## src/rtl/mtf_pkg.sv

```systemverilog
// Shared types and constants for the move-to-front stage.
package mtf_pkg;

   localparam int ALPHABET = 256;
   localparam int SYM_W    = 8;

   typedef enum logic [2:0] {
      IDLE   = 3'd0,
      FETCH  = 3'd1,
      LOAD   = 3'd2,
      SEARCH = 3'd3,
      WRITE  = 3'd4,
      DONE   = 3'd5
   } mtf_state_t;

endpackage

```

## src/rtl/mtf_encoder_if.sv

```systemverilog
// Memory-side handshake of the MTF stage: enable, length, BWT read port, MTF write port, done.
interface mtf_encoder_if #(
   parameter int len_addr = 10
) ();
   import mtf_pkg::*;

   logic                  CS;
   logic [len_addr-1:0]   len_str;
   logic [SYM_W-1:0]      din;
   logic [len_addr-1:0]   addr;
   logic [len_addr-1:0]   addr1;
   logic [SYM_W-1:0]      dout;
   logic                  ren;
   logic                  wen;
   logic                  flag;

   modport master (
      output CS, len_str, din,
      input  addr, addr1, dout, ren, wen, flag
   );

   modport slave (
      input  CS, len_str, din,
      output addr, addr1, dout, ren, wen, flag
   );

endinterface

```

## src/rtl/mtf_table.sv

```systemverilog
// 256-entry recency list: identity load, compare one entry against a symbol, front-move shift.
module mtf_table
   import mtf_pkg::*;
(
   input  logic             clk,
   input  logic             init,
   input  logic             update,
   input  logic [SYM_W-1:0] idx,
   input  logic [SYM_W-1:0] sym,
   output logic             match
);

   logic [SYM_W-1:0] r_tbl [ALPHABET];

   // Identity load on start; on update entries 0..idx-1 move up one slot and sym lands at the front
   always_ff @(posedge clk) begin
      if (init) begin
         for (int unsigned j = 0; j < ALPHABET; j++) begin
            r_tbl[SYM_W'(j)] <= SYM_W'(j);
         end
      end else if (update) begin
         r_tbl[0] <= sym;
         for (int unsigned j = 1; j < ALPHABET; j++) begin
            if (j <= 32'(idx)) begin
               r_tbl[SYM_W'(j)] <= r_tbl[SYM_W'(j - 1)];
            end
         end
      end
   end

   assign match = (r_tbl[idx] == sym);

endmodule

```

## src/rtl/mtf_encoder.sv

```systemverilog
// Move-to-front encoder: reads BWT bytes, emits each byte's recency index, then raises done.
module mtf_encoder
   import mtf_pkg::*;
#(
   parameter int len_addr    = 10,
   parameter int max_len_str = 1024
) (
   input  logic          clk,
   input  logic          reset,
   mtf_encoder_if.slave  bus
);

   // One extra bit so i can reach len without wrapping at the largest length
   localparam int              CNT_W   = len_addr + 1;
   localparam logic [CNT_W-1:0] LEN_MAX = CNT_W'(max_len_str - 1);

   mtf_state_t       r_state;
   mtf_state_t       w_next;
   logic [CNT_W-1:0] r_i;
   logic [CNT_W-1:0] r_len;
   logic [SYM_W-1:0] r_sym;
   logic [SYM_W-1:0] r_idx;
   logic [CNT_W-1:0] w_len_in;
   logic             w_more;
   logic             w_match;
   logic             w_init;
   logic             w_update;

   assign w_len_in = ({1'b0, bus.len_str} > LEN_MAX) ? LEN_MAX : {1'b0, bus.len_str};
   assign w_more   = (r_i < r_len);
   assign w_init   = bus.CS && (r_state == IDLE);
   assign w_update = bus.CS && (r_state == WRITE);

   mtf_table u_table (
      .clk    (clk),
      .init   (w_init),
      .update (w_update),
      .idx    (r_idx),
      .sym    (r_sym),
      .match  (w_match)
   );

   // State register; CS=0 freezes the machine
   always_ff @(posedge clk or posedge reset) begin
      if (reset) begin
         r_state <= IDLE;
      end else if (bus.CS) begin
         r_state <= w_next;
      end
   end

   // Next-state decode
   always_comb begin
      w_next = r_state;
      case (r_state)
         IDLE:    w_next = (w_len_in == '0) ? DONE : FETCH;
         FETCH:   w_next = w_more ? LOAD : DONE;
         LOAD:    w_next = SEARCH;
         SEARCH:  w_next = w_match ? WRITE : SEARCH;
         WRITE:   w_next = FETCH;
         DONE:    w_next = DONE;
         default: w_next = IDLE;
      endcase
   end

   // Symbol counter, latched length, captured symbol and search index
   always_ff @(posedge clk or posedge reset) begin
      if (reset) begin
         r_i   <= '0;
         r_len <= '0;
         r_sym <= '0;
         r_idx <= '0;
      end else if (bus.CS) begin
         case (r_state)
            IDLE: begin
               r_i   <= '0;
               r_len <= w_len_in;
            end
            LOAD: begin
               r_sym <= bus.din;
               r_idx <= '0;
            end
            SEARCH: begin
               if (!w_match) begin
                  r_idx <= r_idx + 1'b1;
               end
            end
            WRITE: begin
               r_i <= r_i + 1'b1;
            end
            default: ;
         endcase
      end
   end

   // Memory-port and done outputs decoded from the current state
   always_comb begin
      bus.ren   = 1'b0;
      bus.wen   = 1'b0;
      bus.flag  = 1'b0;
      bus.dout  = '0;
      bus.addr  = r_i[len_addr-1:0];
      bus.addr1 = r_i[len_addr-1:0];
      case (r_state)
         FETCH: bus.ren  = w_more;
         WRITE: begin
            bus.wen  = 1'b1;
            bus.dout = r_idx;
         end
         DONE:  bus.flag = 1'b1;
         default: ;
      endcase
   end

endmodule

```

## src/flat_wrapper.sv

```systemverilog
// flat-port wrapper written by rule: the top's interface ports become plain ports
module mtf_encoder_flat import mtf_pkg::*;
#(
   parameter int len_addr    = 10,
   parameter int max_len_str = 1024
)
  (clk, reset, bus_CS, bus_len_str, bus_din, bus_addr, bus_addr1, bus_dout, bus_ren, bus_wen, bus_flag);
  mtf_encoder_if #(.len_addr(len_addr)) bus_i ();
  input  logic clk;
  input  logic reset;
  input wire logic [$bits(bus_i.CS)-1:0] bus_CS;
  input wire logic [$bits(bus_i.len_str)-1:0] bus_len_str;
  input wire logic [$bits(bus_i.din)-1:0] bus_din;
  output wire logic [$bits(bus_i.addr)-1:0] bus_addr;
  output wire logic [$bits(bus_i.addr1)-1:0] bus_addr1;
  output wire logic [$bits(bus_i.dout)-1:0] bus_dout;
  output wire logic [$bits(bus_i.ren)-1:0] bus_ren;
  output wire logic [$bits(bus_i.wen)-1:0] bus_wen;
  output wire logic [$bits(bus_i.flag)-1:0] bus_flag;
  assign bus_i.CS = bus_CS;
  assign bus_i.len_str = bus_len_str;
  assign bus_i.din = bus_din;
  assign bus_addr = bus_i.addr;
  assign bus_addr1 = bus_i.addr1;
  assign bus_dout = bus_i.dout;
  assign bus_ren = bus_i.ren;
  assign bus_wen = bus_i.wen;
  assign bus_flag = bus_i.flag;
  mtf_encoder #(.len_addr(len_addr), .max_len_str(max_len_str)) u_core (.clk(clk), .reset(reset), .bus(bus_i));
endmodule
```

## config.mk

```make
export PLATFORM = sky130hd
export DESIGN_NAME = mtf_encoder_flat
export DESIGN_NICKNAME = d
export VERILOG_FILES = /design/src/rtl/mtf_pkg.sv /design/src/rtl/mtf_encoder_if.sv /design/src/rtl/mtf_table.sv /design/src/rtl/mtf_encoder.sv /design/src/flat_wrapper.sv
export SDC_FILE = /design/constraint.sdc
export NUM_CORES = 2
export LEC_CHECK = 0
export ABC_AREA = 1
export BUFFER_PORTS_ARGS = -buffer_cell sky130_fd_sc_hd__buf_2
export CAP_MARGIN = 20
export CORE_MARGIN = 4
export CORE_UTILIZATION = 40
export CTS_CLUSTER_DIAMETER = 150
export CTS_CLUSTER_SIZE = 10
export DETAILED_ROUTE_END_ITERATION = 10
export SYNTH_ARGS = -nofsm -noshare
export SYNTH_HDL_FRONTEND = slang
export SYNTH_HIERARCHICAL = 1
export SYNTH_SLANG_ARGS = --single-unit
```

## constraint.sdc

```tcl
create_clock -name clk -period 4 [get_ports clk]
set_clock_uncertainty 0.2 [all_clocks]
set_input_delay 0.4 -clock clk [delete_from_list [all_inputs] [get_ports clk]]
set_output_delay 0.4 -clock clk [all_outputs]
set_load 0.01 [all_outputs]
```

Word-level counts from Yosys, hierarchy flattened
Memory sizes are Yosys's and may differ from the RTL's. Cells that the tools add are included. W data, S select, Z words.

Bits in registers: 40. Memory bits (writable): 2048. Input bits: 21. Output and inout port bits: 31. Logic and storage cells: 1829. Memories kept: 1.

Memories: u_core.u_table.r_tbl (depth 256, width 8, read ports 256, clocked after memory_dff 0, write ports 256, RTL line mtf_table.sv:13) `logic [SYM_W-1:0] r_tbl [ALPHABET];`.

$add $sub $neg: 2. $lt $le $gt $ge: 256. Equal/unequal tests: 7. Multiplexer cells: 1292. Bitwise gates (word level): 256. Reduce and logical (&&, ||, !) cells: 10.

Operators with widths (number): $mux W8 (258); $mux W1 (1028); $le A8 B8 Y1 const A (128); $le A7 B8 Y1 const A (64); $le A6 B8 Y1 const A (32); $or A1 B1 Y1 (256); $le A5 B8 Y1 const A (16); $le A4 B8 Y1 const A (8); $le A3 B8 Y1 const A (4); $pmux W11 S2 (1); $pmux W3 S6 (1); $le A2 B8 Y1 const A (2); $pmux W8 S2 (1); $add A11 B1 Y11 const B (1); $logic_not A11 Y1 (1); $lt A11 B10 Y1 (1); $mux W3 (3); $add A8 B1 Y8 const B (1); $eq A8 B8 Y1 (1); $le A1 B8 Y1 const A (1); $eq A3 B2 Y1 const B (2); $eq A3 B3 Y1 const B (2); $reduce_and A2 Y1 (3); $reduce_bool A2 Y1 (2); other kinds (5) (6).

Depth between registers and ports, before layout
Depth in word-level cells: 6. Depth in mapped cells: 27. Gate-level depth less buffers: 24.

By module
Netlist, hierarchy kept.

By module, submodules not included: mtf_table (times used 1, cells each 11340, area an instance 100274.9 um^2, sequential area each 61499.0 um^2); mtf_encoder (times used 1, cells each 320, area an instance 2444.8 um^2, sequential area each 1001.0 um^2).

Least setup slack after synthesis
No wires, ideal clock.

Path kind: register to register. Start point: register u_core.r_state[0]. End point: memory u_core.u_table.r_tbl[203][0], enable pin. Library setup time: 384 ps. Arrival: 2759 ps. Required time: 3416 ps. Setup slack: 657 ps. Cell stages (with the launch flop): 10. Buffers on the path: 2. Period minus slack after synthesis: 3343 ps. Cells stage by stage: dfrtp_1 nor2_2 nand2_4 nor2_4 buf_2 clkbuf_1 nor2_1 nor2_1 inv_1 o21ai_0.

RTL lines: start: declaration (RTL line mtf_encoder.sv:17) `mtf_state_t r_state;`; start signal: assignment (RTL line mtf_encoder.sv:48) `r_state <= w_next;`; end: declaration (RTL line mtf_table.sv:13).

==> impl_metrics.env <==
export IMPL_grt_max_degree=141
export IMPL_power_w=0.0756
export IMPL_final_cell_mix="nand2_1 (3428), edfxtp_1 (2048), inv_1 (1870)"
export IMPL_synthCells=11700
export IMPL_min_path_cells=4
export IMPL_clock_sinks=2088
export IMPL_postRouteAntennaNets=0
export IMPL_outcome="finished, violations left"
export IMPL_worstHoldStart="bus_len_str[0]"
export IMPL_die_x_um=515
export IMPL_synth_cell_types=42
export IMPL_cp_max_fo=16
export IMPL_ir_drop_uv=410
export IMPL_place_congestion=0.937
export IMPL_worst_slack_ps=-82.9
export IMPL_dp_hpwl_mm=227
export IMPL_place_ws_ps=-763
export IMPL_clockBufferDepth=3
export IMPL_synth_area_per_cell_um2=8.81
export IMPL_first_global_vias=78100
export IMPL_worstPathRequired_ps=4570
export IMPL_r2r_start="u_core/r_idx[1]"
export IMPL_final_area_um2=120000
export IMPL_report_final_slew_viol_count=0
export IMPL_crit_top_cell="nand2_1"
export IMPL_grt_pass1_wl_mm=490
export IMPL_final_setup_viol_count=15
export IMPL_power_per_cell_area_nw_per_um2=631
export IMPL_finalNonFillerCells=15600
export IMPL_cp_slowest_cell="dfrtp_4"
export IMPL_core_rowCount=185
export IMPL_crit_buf_inv=8
export IMPL_cp_depth=28
export IMPL_final_common_cell="nand2_1"
export IMPL_fin_crit_sh_pct=102
export IMPL_overflow=0
export IMPL_synth_ff_type="edfxtp_1"
export IMPL_cpPeakStageDelay_ps=530
export IMPL_antenna_found_initial=14
export IMPL_hold_class="primary input to register"
export IMPL_dieHeight_um=515
export IMPL_reg2reg_setup_slack_ps=-80
export IMPL_synth_seq_area_share_pct=60.8
export IMPL_routed_wirelength_mm=331
export IMPL_critPathCaptureType="register"
export IMPL_port_buffers=51
export IMPL_dp_cells=15200
export IMPL_clk_pin_slew_ps=60
export IMPL_r2r_cells=28
export IMPL_drcViolationCount=0
export IMPL_avgRoutedWirePerCell_um=21.3
export IMPL_cp_top_family="simple AND/OR/NAND/NOR gates"
export IMPL_drt_iter0_drc=9915
export IMPL_cp_start_kind="register"
export IMPL_via_per_inst=5.21
export IMPL_violations="negative setup slack"
export IMPL_clock_fmax_mhz=245
export IMPL_synth_seq_cells=2088
export IMPL_arrival_ps=4650
export IMPL_worst_pin_slew_ps=1120
export IMPL_vias=81200
export IMPL_rr_endpoint="u_core/r_sym[4]"
export IMPL_clk_latency_ps=880
export IMPL_dpl_instance_area_um2=111000
export IMPL_boundaryPins=52
export IMPL_startpoint="u_core/r_idx[1]"
export IMPL_synthesis_area_um2=103000
export IMPL_drive_gt1_share_pct=14.2
export IMPL_yosysWarnings=6
export IMPL_hold_viol=0
export IMPL_tritoncts="built"
export IMPL_p_leak_nw=51.6
export IMPL_maxCapViolations=0
export IMPL_worstHoldEndpoint="u_core/r_len[0]"
export IMPL_num_fill_cells=24000
export IMPL_rsz0062_at_grt="true"
export IMPL_drt_first_pass_iters=8
export IMPL_grtUsageTotal_pct=24.2
export IMPL_cts_htree_levels=4
export IMPL_cts_made_buffers=226
export IMPL_area_delta_synth_final_pct=16.6
export IMPL_maxSlewHeadroom_pct=24.8
export IMPL_multi_input_area_um2=31200
export IMPL_finalNetCount=12200
export IMPL_syn_nets=11700
export IMPL_async_flop_share_pct=1.92
export IMPL_synth_edf_count=2048
export IMPL_period_needed_ps=4080
export IMPL_start_util_pct=40.3
export IMPL_fin_tns_setup_ps=-853
export IMPL_dieArea_um2=265000
export IMPL_fp_coreArea_um2=255000
export IMPL_seq_area_um2=62500
export IMPL_critical_path_class="register to register"
export IMPL_cts_root_buf="clkbuf_16"
cells in the mapped netlist (2+ instances only):
cell,n,area [um2]
nand2_1,3472,13000
a21oi_1,257,1290
nand2_2,5,31.3
inv_1,1875,7040
buf_4,46,345
o21ai_1,79,395
nor2_4,4,45.0
o21ai_0,412,2060
nand4_1,11,68.8
buf_1,50,188
ha_1,11,138
clkinv_1,5,18.8
a311oi_1,2,17.5
o31ai_1,7,52.6
o211ai_1,181,1360
dfrtp_1,40,1000
nand3_1,581,2910
edfxtp_1,2048,61500
nor3_1,14,70.1
nor2_1,1562,5860
or2_2,453,2830
buf_6,5,56.3
a31oi_1,5,31.3
nor2_2,8,50.1
inv_2,14,52.6
or2_1,5,31.3
nor3_2,2,20.0
buf_2,196,981
clkbuf_1,297,1110
per-layer routing:
| layer | track usage [%] | up-vias | share of wire [%] |
|---|---|---|---|
| li1 | - | 37600 | - |
| met5 | 0 | - | 0.022 |
| met1 | 33.8 | 39200 | 42 |
| met2 | 38.1 | 3730 | 45 |
| met3 | 4.24 | 605 | 9.0 |
| met4 | 8.28 | 10 | 3.6 |
worst max path at each step:
stage	to	slack, ps
2_1_floorplan	u_core/u_table/r_tbl[203][0]	660
3_3_place_gp	u_core/r_idx[0]	-810
3_5_place_dp	u_core/r_idx[5]	-760
4_1_cts	u_core/u_table/r_tbl[6][0]	6
5_1_grt	u_core/r_sym[2]	-240
6_report	u_core/r_sym[4]	-80
what timing repair did:
| item | in CTS | in global routing |
|---|---|---|
| pin swaps | 68 | 55 |
| hold buffers | 21 | 0 |
| endpoints found under the hold margin | 79 | 0 |
| gates cloned | 12 | 6 |
| resized for setup | 204 | 119 |
| setup endpoints to repair | 27 | 27 |
| buffers inserted | 40 | 13 |
final cells by class:
cell class	count	share of cell area [%]
Sequential cell	2088	52.2
Multi-Input combinational cell	7083	26.1
Timing Repair Buffer	847	7.14
Inverter	1895	5.99
Clock buffer	265	4.86
Tap cell	3366	3.52
Clock inverter	14	0.210
Antenna cell	6	0.0125
sequential cells by signal (all words and copies together) (netlist names):
register and count:
u_core/r_i 11, u_core/r_idx 8, u_core/r_sym 8, u_core/u_table/r_tbl 2048, u_core/r_state 3, u_core/r_len 10
worst register-to-register path, delay by kind of cell (launching register included):
kind            cells  cell delay (ps)
compound gates      2              340
buf+inv             8             1120
flops               1              530
simple gates       18             1780
metrics by stage:
stage	hold WS [ps]	util, %
after floorplan	242	-
after global placement	293	43.7
after detailed placement	301	43.7
after CTS	23.4	46.7
after global routing	80.0	47.0
final	91.0	47.0
cell families (layout without fill, tap and decap cells):
group,after synthesis,after routing,share of synthesized area [%]
AND/OR/NAND/NOR,6121,6121,24.3
buffers and inverters,2489,3021,9.54
flip-flops,2088,2088,60.8
AO/OA/AOI/OAI,950,950,5.14
adder cells (fa/ha/maj),11,11,0.134
XOR/XNOR,1,1,0.00853
other,0,6,0
report_power, final:
group / switching [W] / internal, W / total [W]
sequential: 0.00146 / 0.0300 / 0.0315
combinational: 0.0170 / 0.00854 / 0.0256
clock: 0.00847 / 0.0101 / 0.0186
Power figures use the tool's default switching activity.
